<file path="config.mk">
export PLATFORM = sky130hd
export DESIGN_NAME = retire_rrat
export DESIGN_NICKNAME = d
export VERILOG_FILES = /design/src/rtl/panda_pkg.sv /design/src/rtl/rrat_free_pack.sv /design/src/rtl/retire_rrat.sv
export SDC_FILE = /design/constraint.sdc
export NUM_CORES = 1
export LEC_CHECK = 0
export CAP_MARGIN = 25
export CORE_ASPECT_RATIO = 1.1
export CORE_MARGIN = 2
export CORE_UTILIZATION = 49
export DETAILED_ROUTE_END_ITERATION = 8
export PLACE_DENSITY = 0.84
export SLEW_MARGIN = 40
export SYNTH_ARGS = -nofsm -noshare
export SYNTH_HDL_FRONTEND = slang
export SYNTH_HIERARCHICAL = 1
export SYNTH_SLANG_ARGS = --single-unit
</file>
<file path="constraint.sdc">
create_clock -name clock -period 2.53 [get_ports clock]
set_input_delay 0.3795 -clock clock [delete_from_list [all_inputs] [get_ports clock]]
set_output_delay 0.3795 -clock clock [all_outputs]
set_load 0.05 [all_outputs]
</file>
<file path="src/rtl/panda_pkg.sv">
// Shared widths, sizes and the retire-slot record for the rename/retire path.
// Combinational helpers only; no state and no handshakes.
package panda_pkg;

    localparam int PHYS_TAG_W = 7;
    localparam int ARCH_W     = 5;
    localparam int NUM_PHYS   = 96;
    localparam int NUM_ARCH   = 32;
    localparam int ZERO_REG   = 31;

    localparam logic [PHYS_TAG_W-1:0] NUM_PHYS_TAG  = PHYS_TAG_W'(NUM_PHYS);
    localparam logic [ARCH_W-1:0]     ZERO_REG_ARCH = ARCH_W'(ZERO_REG);

    typedef struct packed {
        logic                  wr;
        logic [ARCH_W-1:0]     ar;
        logic [PHYS_TAG_W-1:0] pr;
    } retire_slot_t;

    function automatic logic tag_ok(input logic [PHYS_TAG_W-1:0] pr);
        return pr < NUM_PHYS_TAG;
    endfunction

endpackage

</file>
<file path="src/rtl/rrat_free_pack.sv">
// Selects displaced tags for up to two retiring slots and packs them for the free list.
// Purely combinational, zero latency; no backpressure (free list always accepts).
module rrat_free_pack
    import panda_pkg::*;
(
    input  logic [1:0]                     retire_num,
    input  retire_slot_t                   slot0,
    input  retire_slot_t                   slot1,
    input  logic [NUM_ARCH*PHYS_TAG_W-1:0] map_flat,
    output logic                           eff0,
    output logic                           eff1,
    output logic [1:0]                     free_num,
    output logic [PHYS_TAG_W-1:0]          free_pr0,
    output logic [PHYS_TAG_W-1:0]          free_pr1
);

    logic                  num_ge1;
    logic                  num_ge2;
    logic [PHYS_TAG_W-1:0] old0;
    logic [PHYS_TAG_W-1:0] old1;

    // A retire count of 3 is illegal and behaves as 2.
    assign num_ge1 = retire_num != 2'd0;
    assign num_ge2 = retire_num[1];

    assign eff0 = num_ge1 && slot0.wr && (slot0.ar != ZERO_REG_ARCH);
    assign eff1 = num_ge2 && slot1.wr && (slot1.ar != ZERO_REG_ARCH);

    always_comb begin
        old0 = map_flat[int'(slot0.ar)*PHYS_TAG_W +: PHYS_TAG_W];
        // Same-cycle WAW: slot 1 displaces the tag slot 0 just installed.
        if (eff0 && (slot1.ar == slot0.ar))
            old1 = slot0.pr;
        else
            old1 = map_flat[int'(slot1.ar)*PHYS_TAG_W +: PHYS_TAG_W];
    end

    always_comb begin
        free_num = 2'd0;
        free_pr0 = '0;
        free_pr1 = '0;
        if (eff0 && eff1) begin
            free_num = 2'd2;
            free_pr0 = old0;
            free_pr1 = old1;
        end else if (eff0) begin
            free_num = 2'd1;
            free_pr0 = old0;
        end else if (eff1) begin
            free_num = 2'd1;
            free_pr0 = old1;
        end
    end

endmodule

</file>
<file path="src/rtl/retire_rrat.sv">
// Committed arch->phys map; releases displaced tags. Frees are zero-latency, or one cycle with RRAT_FREE_REG_EN.
// Map visible the cycle after the retire edge; no backpressure, retire is always accepted.
module retire_rrat
    import panda_pkg::*;
(
    input  logic                           clock,
    input  logic                           reset,
    input  logic [1:0]                     rob_retire_num,
    input  logic                           rob_retire_wr0,
    input  logic                           rob_retire_wr1,
    input  logic [ARCH_W-1:0]              rob_retire_ar0,
    input  logic [ARCH_W-1:0]              rob_retire_ar1,
    input  logic [PHYS_TAG_W-1:0]          rob_retire_pr0,
    input  logic [PHYS_TAG_W-1:0]          rob_retire_pr1,
    output logic [1:0]                     fl_free_num,
    output logic [PHYS_TAG_W-1:0]          fl_free_pr0,
    output logic [PHYS_TAG_W-1:0]          fl_free_pr1,
    output logic [NUM_ARCH*PHYS_TAG_W-1:0] rrat_map_out,
    output logic                           rrat_err
);

    logic [PHYS_TAG_W-1:0] map_q [NUM_ARCH];
    retire_slot_t          slot0;
    retire_slot_t          slot1;
    logic                  eff0;
    logic                  eff1;
    logic [1:0]            free_num;
    logic [PHYS_TAG_W-1:0] free_pr0;
    logic [PHYS_TAG_W-1:0] free_pr1;
    logic                  bad_input;

    assign slot0 = '{wr: rob_retire_wr0, ar: rob_retire_ar0, pr: rob_retire_pr0};
    assign slot1 = '{wr: rob_retire_wr1, ar: rob_retire_ar1, pr: rob_retire_pr1};

    always_comb begin
        rrat_map_out = '0;
        for (int i = 0; i < NUM_ARCH; i++)
            rrat_map_out[i*PHYS_TAG_W +: PHYS_TAG_W] = map_q[i];
    end

    rrat_free_pack u_free_pack (
        .retire_num (rob_retire_num),
        .slot0      (slot0),
        .slot1      (slot1),
        .map_flat   (rrat_map_out),
        .eff0       (eff0),
        .eff1       (eff1),
        .free_num   (free_num),
        .free_pr0   (free_pr0),
        .free_pr1   (free_pr1)
    );

    assign bad_input = (rob_retire_num == 2'd3)
                     || (eff0 && !tag_ok(rob_retire_pr0))
                     || (eff1 && !tag_ok(rob_retire_pr1));

    // Slot 1 is written after slot 0 so it wins on a shared arch register.
    always_ff @(posedge clock) begin
        if (reset) begin
            for (int i = 0; i < NUM_ARCH; i++)
                map_q[i] <= PHYS_TAG_W'(i);
        end else begin
            if (eff0 && tag_ok(rob_retire_pr0))
                map_q[rob_retire_ar0] <= rob_retire_pr0;
            if (eff1 && tag_ok(rob_retire_pr1))
                map_q[rob_retire_ar1] <= rob_retire_pr1;
        end
    end

    always_ff @(posedge clock) begin
        if (reset)
            rrat_err <= 1'b0;
        else if (bad_input)
            rrat_err <= 1'b1;
    end

`ifdef RRAT_FREE_REG_EN
    always_ff @(posedge clock) begin
        if (reset) begin
            fl_free_num <= 2'd0;
            fl_free_pr0 <= '0;
            fl_free_pr1 <= '0;
        end else begin
            fl_free_num <= free_num;
            fl_free_pr0 <= free_pr0;
            fl_free_pr1 <= free_pr1;
        end
    end
`else
    assign fl_free_num = free_num;
    assign fl_free_pr0 = free_pr0;
    assign fl_free_pr1 = free_pr1;
`endif

endmodule

</file>
After elaboration in Yosys (flattened, before gate mapping)
Memory sizes are Yosys's and may differ from the RTL's.
Index checks and enable logic that the tools add are counted.
{ "classes": {"multipliers": 2, "n_lt_le_gt_ge": 2, "n_eq_ne": 4, "n_shift": 2, "n_mux": 22, "n_reduce_logical": 17} }
{ "ops": {"columns": ["cell", "count"], "rows": [
  ["$shiftx A224 B32 Y7", 2],
  ["$mux W7", 7],
  ["$mul A5 B3 Y8 const B", 2],
  ["$lt A7 B7 Y1 const B", 2],
  ["$reduce_or A7 Y1", 2],
  ["$mux W1", 11],
  ["$logic_and A1 B1 Y1", 10],
  ["$mux W5", 2],
  ["$ne A5 B5 Y1 const B", 2],
  ["$eq A5 B5 Y1", 1],
  ["$mux W2", 2],
  ["$eq A2 B2 Y1 const B", 1],
  ["$logic_not A1 Y1", 2],
  ["$logic_or A1 B1 Y1", 2],
  ["$reduce_bool A2 Y1", 1]
]} }
{ "word_totals": {"ff_bits": 1, "ram_bits": 224, "elab_cells": 51, "memories": 1} }
{ "mem_list": {"columns": ["memory", "depth", "word_bits", "rd", "rd_clocked_by_memory_dff", "write_ports", "line_no", "rtl"], "rows": [
  ["map_q", 32, 7, 32, 0, 32, "retire_rrat.sv:22", "logic [PHYS_TAG_W-1:0] map_q [NUM_ARCH];"]
]} }

Longest topological paths before layout
Gate-level depths: netlist (run 1).
{ "logic_depth": {"word_depth": 9, "depth_mapped": 10} }

Cells and area by module
Netlist (run 1), hierarchy kept.
{ "by_module_without_submodules": {"columns": ["module", "instances", "cells_each", "area_per_inst_um2", "seq_area_each_um2"], "rows": [
  ["retire_rrat", 1, 973, 12567.1, 6746.5],
  ["rrat_free_pack", 1, 382, 4065.1, 0.0]
]} }

Worst setup path after synthesis (run 1)
OpenSTA, ideal clock, no wires.
{ "synth_timing": {"kind": "input to output", "from": "input rob_retire_ar1[1]", "to": "output fl_free_pr0[5]", "t_arrival_ns": 3.156, "required_time_ns": 2.151, "setup_slack_ns": -1.005, "path_stages": 9, "path_cell_list": "buf_6 buf_6 buf_4 a31oi_1 ha_1 clkbuf_1 nor2_2 a211o_1 o22ai_1"} }
{ "synth_between": {"word_cells_on_any_way": 11, "classes_between": "1 x mul; 2 x eq/ne; 1 x shift; 4 x mux; 3 x reduce/logical"} }
{ "synth_rtl": {"columns": ["element", "line_no", "rtl"], "rows": [
  ["start: declaration", "retire_rrat.sv:12", "input logic [ARCH_W-1:0] rob_retire_ar1,"],
  ["$ne A5 B5 Y1 *", "rrat_free_pack.sv:27", "assign eff1 = num_ge2 && slot1.wr && (slot1.ar != ZERO_REG_ARCH);"],
  ["$logic_and A1 B1 Y1 *", "rrat_free_pack.sv:27", null],
  ["named net eff1", "retire_rrat.sv:26", "logic eff1;"],
  ["$mux W7", "rrat_free_pack.sv:49", "end else if (eff1) begin"],
  ["$mux W7", "rrat_free_pack.sv:46", "end else if (eff0) begin"],
  ["$mux W7 *", "rrat_free_pack.sv:42", "if (eff0 && eff1) begin"],
  ["end: declaration", "retire_rrat.sv:16", "output logic [PHYS_TAG_W-1:0] fl_free_pr0,"]
]} }
Mark *: on every way through the listed nets, which the timed path passes. The rest lies on a longest branch.

==> results of run 1 <==
-- area by class of cell --
| class | count | area (sq um) |
|---|---|---|
| clock buffer | 26 | 629.4 |
| inverter | 9 | 33.78 |
| timing repair buffer | 729 | 6709 |
| multi-input combinational | 950 | 9732 |
| tap | 432 | 540.5 |
| sequential | 225 | 6746 |
| fill | 2142 | 8841 |
| clock inverter | 16 | 137.6 |
-- power groups by stage --
stage | sequential [uW] | clock (uW) | combinational (uW)
floorplan | 5240 | 0 | 1160
global placement | 4600 | 0 | 3350
detailed placement | 4610 | 0 | 3380
CTS | 4510 | 3570 | 3580
global route | 4530 | 3720 | 3820
finish | 4520 | 3610 | 3790
-- logic make-up after synthesis --
group           Yosys count  synth area share (%)
mux                     387                 29.84
compound gates          120                 5.115
fa+ha+maj                 1               0.07522
simple gates            437                 18.91
flops                   225                 40.56
xor+xnor                  5                0.2633
buf+inv                 180                 5.228
-- cells in the mapped netlist, types with 7 or more instances --
cell	instances
nand3_1	30
nand4_1	134
nand4b_1	9
buf_2	39
nand2b_1	7
mux2i_1	260
mux4_1	14
buf_1	11
buf_4	11
mux4_2	64
inv_1	9
mux2_2	49
clkbuf_1	97
o22ai_1	12
and4bb_2	13
or4_1	66
a22oi_1	31
nor2_1	10
and3b_1	8
a21oi_1	16
edfxtp_1	224
nand4_2	32
nor4_1	32
nor2b_1	14
o211ai_1	35
nand2_1	25
-- metrics by stage --
stage	cell area, sq um	power (uW)	setup TNS (ns)	util (%)
after floorplan	17060	6409	-1.112	-
after global placement	22590	7948	-146.49	67.68
after detailed placement	22590	7982	-172.63	67.68
after CTS	24120	11660	-2.111	72.27
after global routing	24530	12070	-2.818	73.51
final	24530	11930	-2.765	73.51
-- path summary, 6_finish.rpt --
kind / startpoint / end / slack [ns] / cells after the start
worst max-delay path: map_q[27][6]$_DFFE_PP_ / fl_free_pr0[6] / -0.31 / 6
worst min-delay path: rob_retire_num[0] / rrat_err$_SDFFE_PP0P_ / 0.22 / 3
worst max register to register: rrat_err$_SDFFE_PP0P_ / rrat_err$_SDFFE_PP0P_ / 1.86 / 2
worst min register to register: rrat_err$_SDFFE_PP0P_ / rrat_err$_SDFFE_PP0P_ / 0.59 / 2
-- registers in the layout, summed over array words and instances (netlist names) --
| name | cells |
|---|---|
| map_q | 224 |
| rrat_err | 1 |
-- metal layers --
metal | vias to the layer above | global-route usage [%] | part of all wire [%]
li1 | 6820 | - | -
met2 | 1690 | 66.41 | 43
met1 | 8307 | 55.54 | 34
met4 | 2 | 26.38 | 8.1
met5 | - | 0 | 0.016
met3 | 446 | 10.90 | 14
-- timing repair --
| action | in CTS | in global routing |
|---|---|---|
| buffers inserted | 63 | 42 |
| hold endpoints to repair | 0 | 0 |
| gates resized for setup | 81 | 33 |
| pin swaps | 33 | 21 |
| hold buffers | 0 | 0 |
| endpoints found under the setup margin | 14 | 14 |
-- tightest hold or removal path: stages --
cell and delay [ns]:
dlymetal6s2s_1 0.12, a21oi_1 0.08, a31oi_1 0.16
==> flow_metrics.tcl, run 1 <==
set metrics [dict create \
    placementRows 70 \
    setup_ws_ns -0.3083 \
    power_switching_uw 4182 \
    finalSetupViolations 14 \
    drv_slew 0 \
    skew_ns 0 \
    drtAntennaViolNets 0 \
    maxCapViolations 0 \
    synth_top_area_share_pct 40.44 \
    synth_edf_count 224 \
    post_drt_wl_per_cell_um 33.82 \
    worstSetupPathType "reg -> out" \
    slew_headroom_pct 55.37 \
    vias 17265 \
    synth_cells 1355 \
    antenna_cells 0 \
    path_buf_inv 2 \
    grt_pass1_wl_mm 112.4 \
    start_kind "flop" \
    die_w_um 179.7 \
    core-area_sq_um 33370 \
    grt_usage_pct 43.31 \
    pre_cts_ws_ns -0.5975 \
    finalCritPeriodShare_pct 112.2 \
    critPathCaptureType "primary output" \
    antenna_found_initial 1 \
    worstSkewPairLatency_ns 0.56 \
    combPwrFrac_pct 31.8 \
    ir_drop_uv 469.5 \
    async_reset_ff_share_pct 0 \
    io_pins 271 \
    failed_checks "negative setup slack" \
    yosysUniqueCellTypes 61 \
    dp_cells 2243 \
    place_congestion 1.046 \
    yosysWarningCount 6 \
    hold_class "in -> reg" \
    worstPathRequired_ns 2.15 \
    arrival_ns 2.46 \
    drt_iter0_markers 3095 \
    intPower_uw 7750 \
    cts_sinks 225 \
    tritoncts "built" \
    syn_area_per_cell_sq_um 12.27 \
    path_max_fanout 3 \
    overflow 0 \
    p_leak_uw 0.009967 \
    synth_largest_area_cell "edfxtp_1" \
    dp_hpwl_mm 58.57 \
    synth_area_leaders "edfxtp_1, mux2i_1, mux4_2" \
    fmax_mhz 352.3 \
    synth_nets 1386 \
    synth_ff_type "edfxtp_1" \
    die_area_sq_um 35440 \
    area_growth_pct 47.48 \
    cts-root-buf "clkbuf_16" \
    timing.hold.ws_ns 0.2239 \
    drc 0 \
    finalHoldViolCount 0 \
    netlist_area_sq_um 16630 \
    fin_cells 2387 \
    final_common_cell "buf_4" \
    critPathTopFamily "multiplexers" \
    rsz0062_at_grt "true" \
    p_clk_share_pct 30.3 \
    drive_above_1_share_pct 39.23 \
    status "complete, but fails checks" \
    first_global_vias 16253 \
    crit_slowest_cell "mux4_2" \
    powerDensity_nw_per_um2 486.5 \
    start_util_pct 49.84 \
    htree_num_levels 1 \
    port_buffers 270 \
    pwr-share-seq_pct 37.9 \
    final_cell_mix "buf_4, mux2i_1, clkdlybuf4s50_1" \
    grt_max_degree 66 \
    routed_via_density 7.233 \
    ys_seq_area_share_pct 40.56 \
    worstPathCellList "mux4_2 -> a22oi_2 -> buf_4 -> nand4_1 -> a32o_2 -> buf_6" \
    fp.dieH_um 197.2 \
    dr.pass1.iters 9 \
    period_minus_slack_ns 2.838 \
    final_nets 1970 \
    clockBufferDepth 3 \
    slowest_delay_ns 0.56 \
    swShare_pct 35.05 \
    clk_pin_slew_worst_paths_ns 0.06 \
    synth_seq_cells 225 \
    worstMarginPinSlew_ns 0.6688 \
    routed_wl_mm 80.72 \
    cts_inserted_buffers 24 \
]
Note: power is estimated with default switching activity, not from simulation.
==> inputs of run 2 (changes only) <==
PLACE_DENSITY = 0.77   (was 0.84)
==> run 2 against run 1 <==
Net effect: the flow still finishes with violations (negative setup slack); sequential power hardly changed; non-clock buffer count is 21 lower; total power is 1.8% lower; via count is 2.2% lower; hold slack better by 0.11 ns; global-route usage is 1.6 points lower; final area is 0.25% lower; clock-buffer cell count is 5 higher; critical path type unchanged.
==> flow_metrics.tcl, run 2 (synthesized netlist as in run 1, its figures left out) <==
set metrics [dict create \
    status "complete, but fails checks" \
    failed_checks "negative setup slack" \
    crit_slowest_cell "mux4_2" \
    final_nets 1950 \
    ir_drop_uv 429.8 \
    fp.dieH_um 197.2 \
    hold_path_end "rrat_err$_SDFFE_PP0P_" \
    r2r_end "rrat_err$_SDFFE_PP0P_" \
    dr.pass1.iters 6 \
    top_register "map_q" \
    drt_iter0_markers 2635 \
    worstHoldStart "rob_retire_num[0]" \
    reg.largest.list "map_q: 224 flops, rrat_err: 1 flops" \
    rsz0062_at_grt "true" \
    htree_num_levels 1 \
    fin_util_pct 73.32 \
    tritoncts "built" \
    worstMarginPinSlew_ns 0.5835 \
    p_total_uw 11720 \
    grt_usage_pct 41.72 \
    arrival_ns 2.55 \
    first_global_vias 16125 \
    die_area_sq_um 35440 \
    reg2reg_from "rrat_err$_SDFFE_PP0P_" \
    worstSetupPathType "reg -> out" \
    worstPathCellList "mux4_2 -> nor2b_1 -> a211o_1 -> o211ai_1 -> o22ai_2 -> buf_6" \
    grt_pass1_wl_mm 108.5 \
    final_cell_mix "buf_4, mux2i_1, clkdlybuf4s50_1" \
    period_minus_slack_ns 2.925 \
    worstSkewPairLatency_ns 0.53 \
    finalCritPeriodShare_pct 115.6 \
    finalSetupViolations 14 \
    place_congestion 1.048 \
    drc 0 \
    clk_pin_slew_worst_paths_ns 0.06 \
    worstPathRequired_ns 2.15 \
    dp_hpwl_mm 56.40 \
    maxCapViolations 0 \
    timing.hold.ws_ns 0.3368 \
    path_max_fanout 3 \
    start_util_pct 49.84 \
    critPathTopFamily "compound AO/OA/AOI/OAI gates" \
    finalHoldViolCount 0 \
    slowest_delay_ns 0.50 \
    io_pins 271 \
    cts-root-buf "clkbuf_16" \
    cts_inserted_buffers 25 \
    critPathCaptureType "primary output" \
    powerDensity_nw_per_um2 479.0 \
    port_buffers 270 \
    final_common_cell "buf_4" \
    grt_max_degree 55 \
    fmax_mhz 341.9 \
    core-area_sq_um 33370 \
    min_path_cells 3 \
    path_buf_inv 1 \
    drive_above_1_share_pct 39.05 \
    setup_ws_ns -0.3946 \
    antenna_cells 0 \
    overflow 0 \
    skew_ns 0 \
    die_w_um 179.7 \
    slew_headroom_pct 60.98 \
    largest_reg_flops 224 \
    area_growth_pct 47.10 \
    start_kind "flop" \
    p_leak_uw 0.009929 \
    drv_slew 0 \
    post_drt_wl_per_cell_um 32.58 \
    drtAntennaViolNets 0 \
    hold_class "in -> reg" \
    r2r_cells 2 \
    antenna_found_initial 3 \
    routed_wl_mm 77.15 \
    routed_via_density 7.133 \
    vias 16890 \
    placementRows 70 \
    r2r_setup_slack_ns 1.89 \
    cts_sinks 225 \
    clockBufferDepth 3 \
]
[run 2: cell types whose count changed in the layout (fill, tap and decap cells not counted), sizes merged]
cell	delta
dlygate4sd2	+1
buf	-21
inv	-1
clkinv	-3
clkinvlp	+2
dlymetal6s2s	-2
bufinv	-1
clkbuf	+6
[run 2: layer usage]
layer,GRT usage [%],wire (um),vias up
met1,53.85,26880,8148
li1,-,-,6787
met4,25.11,5673,4
met2,64.34,34070,1564
met5,0,23,-
met3,9.698,10500,387
[run 2: tightest hold or removal path, stage by stage]
cell,delay (ns)
dlygate4sd2_1,0.24
a21oi_1,0.08
a31oi_1,0.14
[run 2: metrics by stage]
stage | TNS, ns | cells | instance area (sq um) | setup slack (ns)
after floorplan | -1.112 | 1355 | 17060 | -0.2748
after global placement | -133.89 | 2252 | 22780 | -0.5748
after detailed placement | -152.67 | 2252 | 22780 | -0.6160
after CTS | -2.201 | 2347 | 24200 | -0.3490
after global routing | -2.919 | 2368 | 24470 | -0.4119
final | -2.795 | 2368 | 24470 | -0.3946
[run 2: power breakdown]
group          switching, uW  internal (uW)  total (uW)  leakage [uW]
logic                   2290           1430        3720       0.00739
registers                210           4310        4520       0.00218
clock network           1570           1910        3480      0.000351
[run 2: area by class of cell]
type	instances	area, sq um
Clock buffer	31	648.1
Clock inverter	13	93.84
Fill cell	2296	8904
Inverter	9	33.78
Multi-Input combinational cell	950	9684
Sequential cell	225	6746
Tap cell	432	540.5
Timing Repair Buffer	708	6719
[run 2: worst max path at each step]
| stage | startpoint | endpoint | slack, ns | depth (start not counted) |
|---|---|---|---|---|
| 4_1_cts | map_q[1][1]$_DFFE_PP_ | fl_free_pr0[1] | -0.35 | 6 |
| 6_report | map_q[10][5]$_DFFE_PP_ | fl_free_pr0[5] | -0.39 | 6 |
| 3_3_place_gp | rob_retire_ar1[3] | fl_free_pr0[1] | -0.57 | 7 |
| 5_1_grt | map_q[8][5]$_DFFE_PP_ | fl_free_pr0[5] | -0.41 | 6 |
| 2_1_floorplan | rob_retire_ar1[1] | fl_free_pr0[1] | -0.27 | 9 |
| 3_5_place_dp | rob_retire_ar1[3] | fl_free_pr0[1] | -0.62 | 7 |
[run 2: timing repair]
action	CTS	global route
resized for setup	87	34
gates cloned	1	0
hold buffers	0	0
setup endpoints to repair	14	14
pin swaps	36	35
buffers inserted	54	24
hold endpoints to repair	0	0
